## src/rtl/fetch_pkg.sv

```systemverilog
// Shared types and constants for the ROM instruction-fetch block.
// Optional fetch counter width applies when FETCH_COUNT_EN is defined.
package fetch_pkg;
   localparam int AWIDTH_DEF  = 3;
   localparam int DWIDTH_DEF  = 16;
   localparam int FETCH_CNT_W = 16;

   typedef enum logic [2:0] {
      IDLE    = 3'd0,
      ADDR    = 3'd1,
      STROBE  = 3'd2,
      CAPTURE = 3'd3,
      VALID   = 3'd4
   } fetch_state_t;
endpackage

```

## src/rtl/fetch_pc.sv

```systemverilog
// Program-counter register: branch load wins over the wrap-around increment.
module fetch_pc
   import fetch_pkg::*;
#(
   parameter int AWIDTH = AWIDTH_DEF
) (
   input  logic              clk,
   input  logic              rstb,
   input  logic              incr,
   input  logic              load,
   input  logic [AWIDTH-1:0] target,
   output logic [AWIDTH-1:0] pc
);

   always_ff @(posedge clk or negedge rstb) begin
      if (!rstb) begin
         pc <= '0;
      end else if (load) begin
         pc <= target;
      end else if (incr) begin
         pc <= pc + AWIDTH'(1);
      end
   end

endmodule

```

## src/rtl/fetch_unit.sv

```systemverilog
// ROM fetch sequencer: ADDR -> STROBE (oeb high) -> CAPTURE -> VALID, valid/ready to decode.
// Define FETCH_COUNT_EN to add the saturating fetch_count output.
module fetch_unit
   import fetch_pkg::*;
#(
   parameter int AWIDTH = AWIDTH_DEF,
   parameter int DWIDTH = DWIDTH_DEF
) (
   input  logic              clk,
   input  logic              rstb,
   output logic [AWIDTH-1:0] pc,
   output logic              oeb,
   input  logic [DWIDTH-1:0] rom_inst,
   output logic [DWIDTH-1:0] inst,
   output logic              inst_valid,
   input  logic              inst_ready,
   input  logic              branch_en,
   input  logic [AWIDTH-1:0] branch_target,
   input  logic              halt
`ifdef FETCH_COUNT_EN
   ,
   output logic [FETCH_CNT_W-1:0] fetch_count
`endif
);

   // Handshake: decode takes inst on any rising edge where inst_valid and inst_ready are both 1;
   // inst_valid stays high and inst stays unchanged until that edge (or a branch/reset drops them).
   fetch_state_t state;
   fetch_state_t next_state;
   logic         handshake;

   assign handshake = inst_valid && inst_ready;

   always_ff @(posedge clk or negedge rstb) begin
      if (!rstb) begin
         state <= IDLE;
      end else begin
         state <= next_state;
      end
   end

   always_comb begin
      next_state = state;
      case (state)
         IDLE:    next_state = halt ? IDLE : ADDR;
         ADDR:    next_state = STROBE;
         STROBE:  next_state = CAPTURE;
         CAPTURE: next_state = VALID;
         VALID: begin
            if (inst_ready) begin
               next_state = halt ? IDLE : ADDR;
            end
         end
         default: next_state = IDLE;
      endcase
      // A redirect abandons whatever read is in progress.
      if (branch_en) begin
         next_state = halt ? IDLE : ADDR;
      end
   end

   // oeb and inst_valid are decoded from the next state so both come straight from flops.
   always_ff @(posedge clk or negedge rstb) begin
      if (!rstb) begin
         oeb        <= 1'b0;
         inst_valid <= 1'b0;
         inst       <= '0;
      end else begin
         oeb        <= (next_state == STROBE);
         inst_valid <= (next_state == VALID);
         if ((state == CAPTURE) && !branch_en) begin
            inst <= rom_inst;
         end
      end
   end

   fetch_pc #(
      .AWIDTH(AWIDTH)
   ) u_fetch_pc (
      .clk   (clk),
      .rstb  (rstb),
      .incr  (handshake),
      .load  (branch_en),
      .target(branch_target),
      .pc    (pc)
   );

`ifdef FETCH_COUNT_EN
   always_ff @(posedge clk or negedge rstb) begin
      if (!rstb) begin
         fetch_count <= '0;
      end else if (handshake && (fetch_count != {FETCH_CNT_W{1'b1}})) begin
         fetch_count <= fetch_count + FETCH_CNT_W'(1);
      end
   end
`endif

endmodule

```

## config.mk

```make
export PLATFORM = sky130hd
export DESIGN_NAME = fetch_unit
export DESIGN_NICKNAME = d
export VERILOG_FILES = /design/src/rtl/fetch_pkg.sv /design/src/rtl/fetch_pc.sv /design/src/rtl/fetch_unit.sv
export SDC_FILE = /design/constraint.sdc
export NUM_CORES = 1
export LEC_CHECK = 0
export BUFFER_PORTS_ARGS = -buffer_cell sky130_fd_sc_hd__buf_2
export CELL_PAD_IN_SITES_DETAIL_PLACEMENT = 0
export CELL_PAD_IN_SITES_GLOBAL_PLACEMENT = 2
export CORE_MARGIN = 4
export CORE_UTILIZATION = 29
export DETAILED_ROUTE_END_ITERATION = 16
export GPL_TIMING_DRIVEN = 0
export PLACE_DENSITY_LB_ADDON = 0.12
export SLEW_MARGIN = 30
export SYNTH_ARGS = -nofsm -noshare
export SYNTH_HDL_FRONTEND = slang
export SYNTH_SLANG_ARGS = --single-unit
```

## constraint.sdc

```tcl
create_clock -name clk -period 1.8 [get_ports clk]
set_clock_uncertainty 0.2 [all_clocks]
set_input_delay 0.18 -clock clk [delete_from_list [all_inputs] [get_ports clk]]
set_output_delay 0.18 -clock clk [all_outputs]
set_load 0.02 [all_outputs]
```

==> key figures, run 1 <==
Timing
  • Max-slew headroom: 64.79%
  • Crit share post-route: 91.13%
  • Final hold vios: 0
  • Unrepaired setup endpoints after global routing: false
  • Fmax: 609.6 MHz
  • # setup viols final: 0
  • Slew of the pin with the lowest slew margin: 0.5282 ns
  • Final Max Tran Viols: 0
  • Final TNS setup: 0 ns
  • Fin crit period: 1.640 ns

Clock network
  • CTS tree: done
  • Worst-path clk slew: 0.14 ns
  • CTS Buf Count: 3
  • Clock Path Buffers: 2
  • Clock Sinks: 24
  • H-tree levels: 1
  • Worst-Skew Late Latency: 0.31 ns
  • Clock Tree Root: clkbuf_4
  • Resized Gates After CTS: 0

Global route
  • Vias in the first global route: 809
  • First-pass GRT wire length: 3732 um
  • Pin count of the biggest net entering global routing: 25
  • Grt ovf: 0
  • All-layer global routing usage: 10.95%
  • Antenna violations before repair: 0

Synthesis
  • Top area cells in the synthesized netlist: dfrtp_1 59%, mux2_4 15%, mux2_2 6.6%
  • Post-Syn Instances: 69
  • Yosys warns: 0
  • Synthesized flop and latch total: 24
  • Distinct cells, synth: 22
  • Mapped cell area: 0.001023 sq mm
  • Part of the Yosys area used for sequential elements: 58.68%
  • Share of the synthesized area in the top cell type: 58.68%
  • Synth area leader: dfrtp_1
  • Syn_area_per_cell: 14.83 sq um
  • Syn Nets: 94

Critical path
  • CP bufs+invs: 1
  • Crit Path Max Fanout: 6
  • Reg2Reg Launch Point: state[1]$_DFF_PN0_
  • Slowest-stage cell, CP: dfrtp_1
  • R2r setup slk: 0.16 ns
  • CP required: 1.81 ns
  • Startpoint Class: register
  • Worst Setup SP: state[1]$_DFF_PN0_
  • Delay-heaviest family, CP: flip-flops
  • WS Path Type: register to register
  • Critical Path AT: 1.65 ns
  • Delay of the slowest critical-path stage: 0.48 ns
  • CP Capture Type: register
  • Critical path, cell by cell: nand2_2 -> nor3_4 -> buf_4 -> mux2_2

Worst hold path
  • Hold Crit Class: input port to async pin

Placement
  • # placed instances: 159
  • RePlAce Congestion: 0.6850
  • DPL Wire Length: 1466 um
  • PortBufs: 44

Floorplan
  • # rows: 21
  • Number of I/O pins: 45
  • Die area: 0.004543 sq mm
  • Core Box Area: 0.003363 sq mm
  • Initial Util: 30.43%
  • Die Ht: 67.41 um
  • Die width: 67.41 um

Layout
  • Multi-input logic area: 395.4 sq um
  • Ratio of cells with drive above 1 in the final layout: 48.94%
  • Layout area overhead: 53.91%
  • Fin nets: 167
  • Final Non-Filler Cells: 187
  • Antenna diodes: 0
  • Register Area: 600.6 sq um
  • Filler cell count: 342

Pwr
  • PwrDens: 1297 mW/mm^2
  • VDD IR max: 0.0006664 V
  • Pleak: 0.7649 nW

Drt
  • Post-DRT Antenna Nets: 0
  • Routed wire length: 2193 um
  • DRC: 0
  • Via count: 795
  • Via density: 4.251
  • Router iterations before antenna repair: 3
  • Iteration-0 DRC Markers: 11
  • DR WL/cell: 11.73 um

Flow run
  • Max Cap Violations: 0

Status
  • Outcome: completed
==> per-stage QoR <==
stage	hold WS, ns	worst slack (ns)	power, mW	util (%)	cell area [sq um]
CTS	0.1792	0.006452	2.080	46.61	1568
global route	0.2152	0.05809	2.199	46.84	1575
global placement	0.004190	0.04842	1.734	38.69	1301
finish	0.1750	0.1597	2.043	46.84	1575
floorplan	-0.3156	0.2177	1.453	-	1023
detailed placement	0.002844	0.03644	1.740	38.69	1301
==> flip-flops by register name, summed over array words and instances, names as in the netlist <==
name,count
inst,16
state,3
u_fetch_pc.pc,3
inst_valid,1
oeb,1
==> final cells by class <==
cell class,count,area share (%)
plain buffers,2,1.509
clock buffers,4,2.303
inverters,1,0.2383
multi-input cells,42,25.10
flip-flops and latches,24,38.13
well taps,46,3.654
repair buffers,68,29.07
==> synth_stat cells <==
cell type,n
nor4b_1,2
dfrtp_1,24
nand2_2,1
a21oi_1,2
nor3_4,1
xnor2_1,1
or2b_1,1
nand2_1,5
buf_12,1
a211oi_1,1
mux2i_1,1
or2_2,1
ha_1,1
nor3_1,2
xor2_1,2
o21ai_0,3
mux2_4,10
a211o_1,1
nand3_1,1
clkbuf_1,1
inv_1,1
mux2_2,6
==> worst reg2reg max path, delay by kind of cell, from the launching register on <==
kind,cells,cell delay (ns)
flops,1,0.48
simple gates,2,0.34
mux,1,0.33
buf+inv,1,0.19
==> power breakdown <==
group | switching (mW) | total (mW) | internal (mW)
sequential | 0.122 | 0.869 | 0.747
clock | 0.160 | 0.283 | 0.123
combinational | 0.444 | 0.891 | 0.447
==> layer usage <==
| layer | part of all wire, % | vias to the layer above | track usage (%) |
|---|---|---|---|
| met2 | 51 | 26 | 19.26 |
| li1 | - | 388 | - |
| met5 | 0 | - | 0 |
| met4 | 0.68 | 0 | 1.519 |
| met3 | 6.8 | 2 | 3.827 |
| met1 | 41 | 379 | 13.15 |
==> layout by cell type, fill, tap and decap left out, types with 3 or more instances in the layout <==
master,n
nand2_1,5
clkbuf_4,3
mux2_2,6
buf_2,44
o21ai_0,3
dlygate4sd3_1,23
mux2_4,10
dfrtp_1,24
==> kinds of logic (layout without fill, tap and decap cells) <==
family                     Yosys count  after routing  synth area share (%)
buffers and inverters                3             75                 2.689
adders and majority gates            1              1                 1.222
AOI/OAI and AO/OA                    7              7                 4.034
and+or+nand+nor                     14             14                 8.559
muxes                               17             17                 22.25
DFF                                 24             24                 58.68
xor gates and xnor gates             3              3                 2.568
==> worst paths after layout <==
path | to | cells past startpoint
min in group clk | inst[11]$_DFFE_PN0P_ | 1
worst min-delay path | u_fetch_pc.pc[0]$_DFFE_PN0P_ | 2
max in group asynchronous | inst[2]$_DFFE_PN0P_ | 2
worst max-delay path | inst[3]$_DFFE_PN0P_ | 4
worst max register to register | inst[3]$_DFFE_PN0P_ | 4
worst min register to register | inst[11]$_DFFE_PN0P_ | 1
==> timing repair <==
| action | 4_1_cts | 5_1_grt |
|---|---|---|
| setup buffers | 0 | 1 |
| setup endpoints to repair | 0 | 10 |
| hold buffers | 23 | 0 |
| endpoints found under the hold margin | 46 | 0 |
(Power assumes the default switching activity.)
==> run 2: changes to the inputs <==
--- a/config.mk
+++ b/config.mk
@@ -9,7 +9,8 @@
 export CELL_PAD_IN_SITES_DETAIL_PLACEMENT = 0
 export CELL_PAD_IN_SITES_GLOBAL_PLACEMENT = 2
 export CORE_MARGIN = 4
-export CORE_UTILIZATION = 29
+export CORE_UTILIZATION = 26
+export CTS_BUF_LIST = sky130_fd_sc_hd__clkbuf_16
 export DETAILED_ROUTE_END_ITERATION = 16
 export GPL_TIMING_DRIVEN = 0
 export PLACE_DENSITY_LB_ADDON = 0.12
==> constraint.sdc (replaced) <==
create_clock -name clk -period 1.4 [get_ports clk]
set_clock_uncertainty 0.2 [all_clocks]
set_input_delay 0.14 -clock clk [delete_from_list [all_inputs] [get_ports clk]]
set_output_delay 0.14 -clock clk [all_outputs]
set_load 0.02 [all_outputs]
==> run 2 against run 1 <==
The flow now finishes with violations (negative setup slack). Global-route usage down 1.2 points. Combinational power up 43%. Hold slack worse by 0.16 ns. Largest cell class unchanged. Core utilization down 2.4 points. Die area up 10%. Count of clock-buffer cells in the layout down 1. Power up 45%.
==> key figures, run 2 (same netlist as run 1, synthesis figures left out) <==
Status
  • Outcome: finished, violations left
  • Failing checks: negative setup slack

Critical path
  • Startpoint Class: register
  • R2R cell count: 3 (-1)
  • Reg2Reg Launch Point: state[2]$_DFF_PN0_
  • Crit Path Max Fanout: 10 (+4)
  • Critical Path AT: 1.42 ns (-0.23 ns)
  • R2r endpoint: inst[7]$_DFFE_PN0P_
  • CP required: 1.33 ns (-0.48 ns)
  • CP Capture Type: register
  • WS Path Type: register to register
  • R2r setup slk: -0.09 ns (-0.25 ns)

Floorplan
  • Initial Util: 27.34% (-3.1 points)
  • Die area: 0.005004 sq mm (+10%)
  • # rows: 22 (+4.8%)
  • Die Ht: 70.74 um (+4.9%)
  • Die width: 70.74 um (+4.9%)
  • Core Box Area: 0.003744 sq mm (+11%)
  • Number of I/O pins: 45 (unchanged)

Global route
  • First-pass GRT wire length: 3919 um (+5.0%)
  • All-layer global routing usage: 9.793% (-1.2 points)
  • Gr busiest metal: met2
  • Pin count of the biggest net entering global routing: 25 (unchanged)
  • Vias in the first global route: 868 (+7.3%)
  • Grt ovf: 0 (unchanged)
  • Routing usage on met1: 12.33% (-0.82 points)
  • Met3 usage: 2.699% (-1.1 points)
  • Met2 global-route usage: 15.96% (-3.3 points)
  • Antenna violations before repair: 0 (unchanged)

Layout
  • Registers with the most flip-flops: inst: 16 flops, state: 3 flops, u_fetch_pc.pc: 3 flops
  • Fin nets: 169 (+1.2%)
  • Commonest non-fill, non-tap cell in the layout: buf_2
  • Post-Route Utilization: 44.45% (-2.4 points)
  • Fin area: 0.001664 sq mm (+5.6%)
  • Top reg by flops: inst
  • Ratio of cells with drive above 1 in the final layout: 52.82% (+3.9 points)
  • Register Area: 604.3 sq um (+0.63%)
  • Most frequent cells in the layout: 44 x buf_2, 22 x dlygate4sd3_1, 21 x dfrtp_1
  • Multi-input logic area: 422.9 sq um (+7.0%)
  • Max reg flops: 16 (unchanged)
  • Layout area overhead: 62.59%
  • Antenna diodes: 0 (unchanged)
  • Filler cell count: 372 (+8.8%)

Clock network
  • CTS tree: done
  • Worst-Skew Late Latency: 0.25 ns (-0.06 ns)
  • Clock Path Buffers: 2 (unchanged)
  • H-tree levels: 1 (unchanged)
  • Worst-path clk slew: 0.05 ns (-0.09 ns)
  • CTS Buf Count: 3 (unchanged)
  • Clock Sinks: 24 (unchanged)
  • Clock Tree Root: clkbuf_16

Timing
  • Final hold vios: 0 (unchanged)
  • Max-slew headroom: 64.66% (-0.13 points)
  • Fin crit period: 1.489 ns (-0.1517 ns)
  • Crit share post-route: 106.3% (+15 points)
  • Slew of the pin with the lowest slew margin: 0.5301 ns (+0.001888 ns)
  • Post-route setup slack: -0.08861 ns (-0.2483 ns)
  • # setup viols final: 16 (+16)
  • Final Max Tran Viols: 0 (unchanged)
  • Fmax: 671.8 MHz (+10%)
  • Unrepaired setup endpoints after global routing: true

Drt
  • Routed wire length: 2355 um (+7.4%)
  • Via count: 810 (+1.9%)
  • DR WL/cell: 12.39 um (+5.7%)
  • DRC: 0 (unchanged)
  • Router iterations before antenna repair: 4 (+1)
  • Iteration-0 DRC Markers: 7 (-4)
  • Via density: 4.263 (+0.28%)
  • Post-DRT Antenna Nets: 0 (unchanged)

Pwr
  • Pleak: 0.8081 nW (+5.6%)
  • VDD IR max: 0.0006231 V (-6.5%)
  • Final Power: 2.960 mW (+45%)
  • PwrDens: 1779 mW/mm^2 (+37%)

Placement
  • DPL Wire Length: 1504 um (+2.6%)
  • Setup Slack @ Placement: -0.3379 ns (-0.3743 ns)
  • RePlAce Congestion: 0.7390 (+7.9%)
  • PortBufs: 44 (unchanged)
  • Area after DPL: 0.001304 sq mm (+0.19%)

Worst hold path
  • Hold path start: inst_ready
  • Hold path depth: 4
  • Hold Crit Class: input port to register
  • Hold EP: state[2]$_DFF_PN0_

Flow run
  • Max Cap Violations: 0 (unchanged)
## run 2: cell types whose count changed in the layout (fill, tap and decap cells not counted), sizes merged
| cell | delta |
|---|---|
| buf | +3 |
| dlygate4sd3 | -1 |
| clkbuf | -1 |
## run 2: critical path, stage by stage (launching register included)
cell     delay, ns
dfrtp_2       0.42
nor3_4        0.26
buf_12        0.18
mux2_4        0.30
## run 2: power by group
part | switching, mW | internal [mW] | total, mW
logic | 0.614 | 0.652 | 1.27
clock network | 0.208 | 0.376 | 0.584
registers | 0.142 | 0.969 | 1.11
total | 0.963 | 2.00 | 2.96
## run 2: cell type report
class / instances / share of cell area, %
flip-flops and latches: 24 / 36.32
plain buffers: 2 / 1.429
inverters: 1 / 0.2256
repair buffers: 70 / 28.50
clock buffers: 3 / 4.511
well taps: 48 / 3.609
multi-input cells: 42 / 25.41
## run 2: worst max-delay path by stage
stage / startpoint / to / slack [ns] / depth (start not counted)
floorplan: state[1]$_DFF_PN0_ / inst[10]$_DFFE_PN0P_ / -0.18 / 4
global placement: state[1]$_DFF_PN0_ / inst[9]$_DFFE_PN0P_ / -0.34 / 4
detailed placement: state[1]$_DFF_PN0_ / inst[12]$_DFFE_PN0P_ / -0.34 / 4
CTS: state[0]$_DFF_PN0_ / inst[7]$_DFFE_PN0P_ / -0.11 / 4
global route: state[2]$_DFF_PN0_ / inst[13]$_DFFE_PN0P_ / -0.14 / 3
finish: state[2]$_DFF_PN0_ / inst[7]$_DFFE_PN0P_ / -0.09 / 3
## run 2: metal layers
metal,wire [um],share of wire [%]
met3,155,6.6
met2,1136,48
met5,0,0
met4,34,1.4
met1,1028,44
## run 2: what timing repair did
item	4_1_cts	5_1_grt
setup endpoints to repair	16	17
cloned	0	0
buffers inserted	4	0
hold buffers	22	0
pin swaps	2	1
resized for setup	10	1
endpoints found under the hold margin	44	0
## run 2: stage by stage
stage               cells  TNS, ns  hold slack [ns]
global route          190   -2.033          0.04220
detailed placement    161   -4.630         -0.04705
CTS                   190   -1.677          0.02417
floorplan              69   -2.197          -0.3556
global placement      161   -4.695         -0.04129
finish                190   -1.314          0.01823
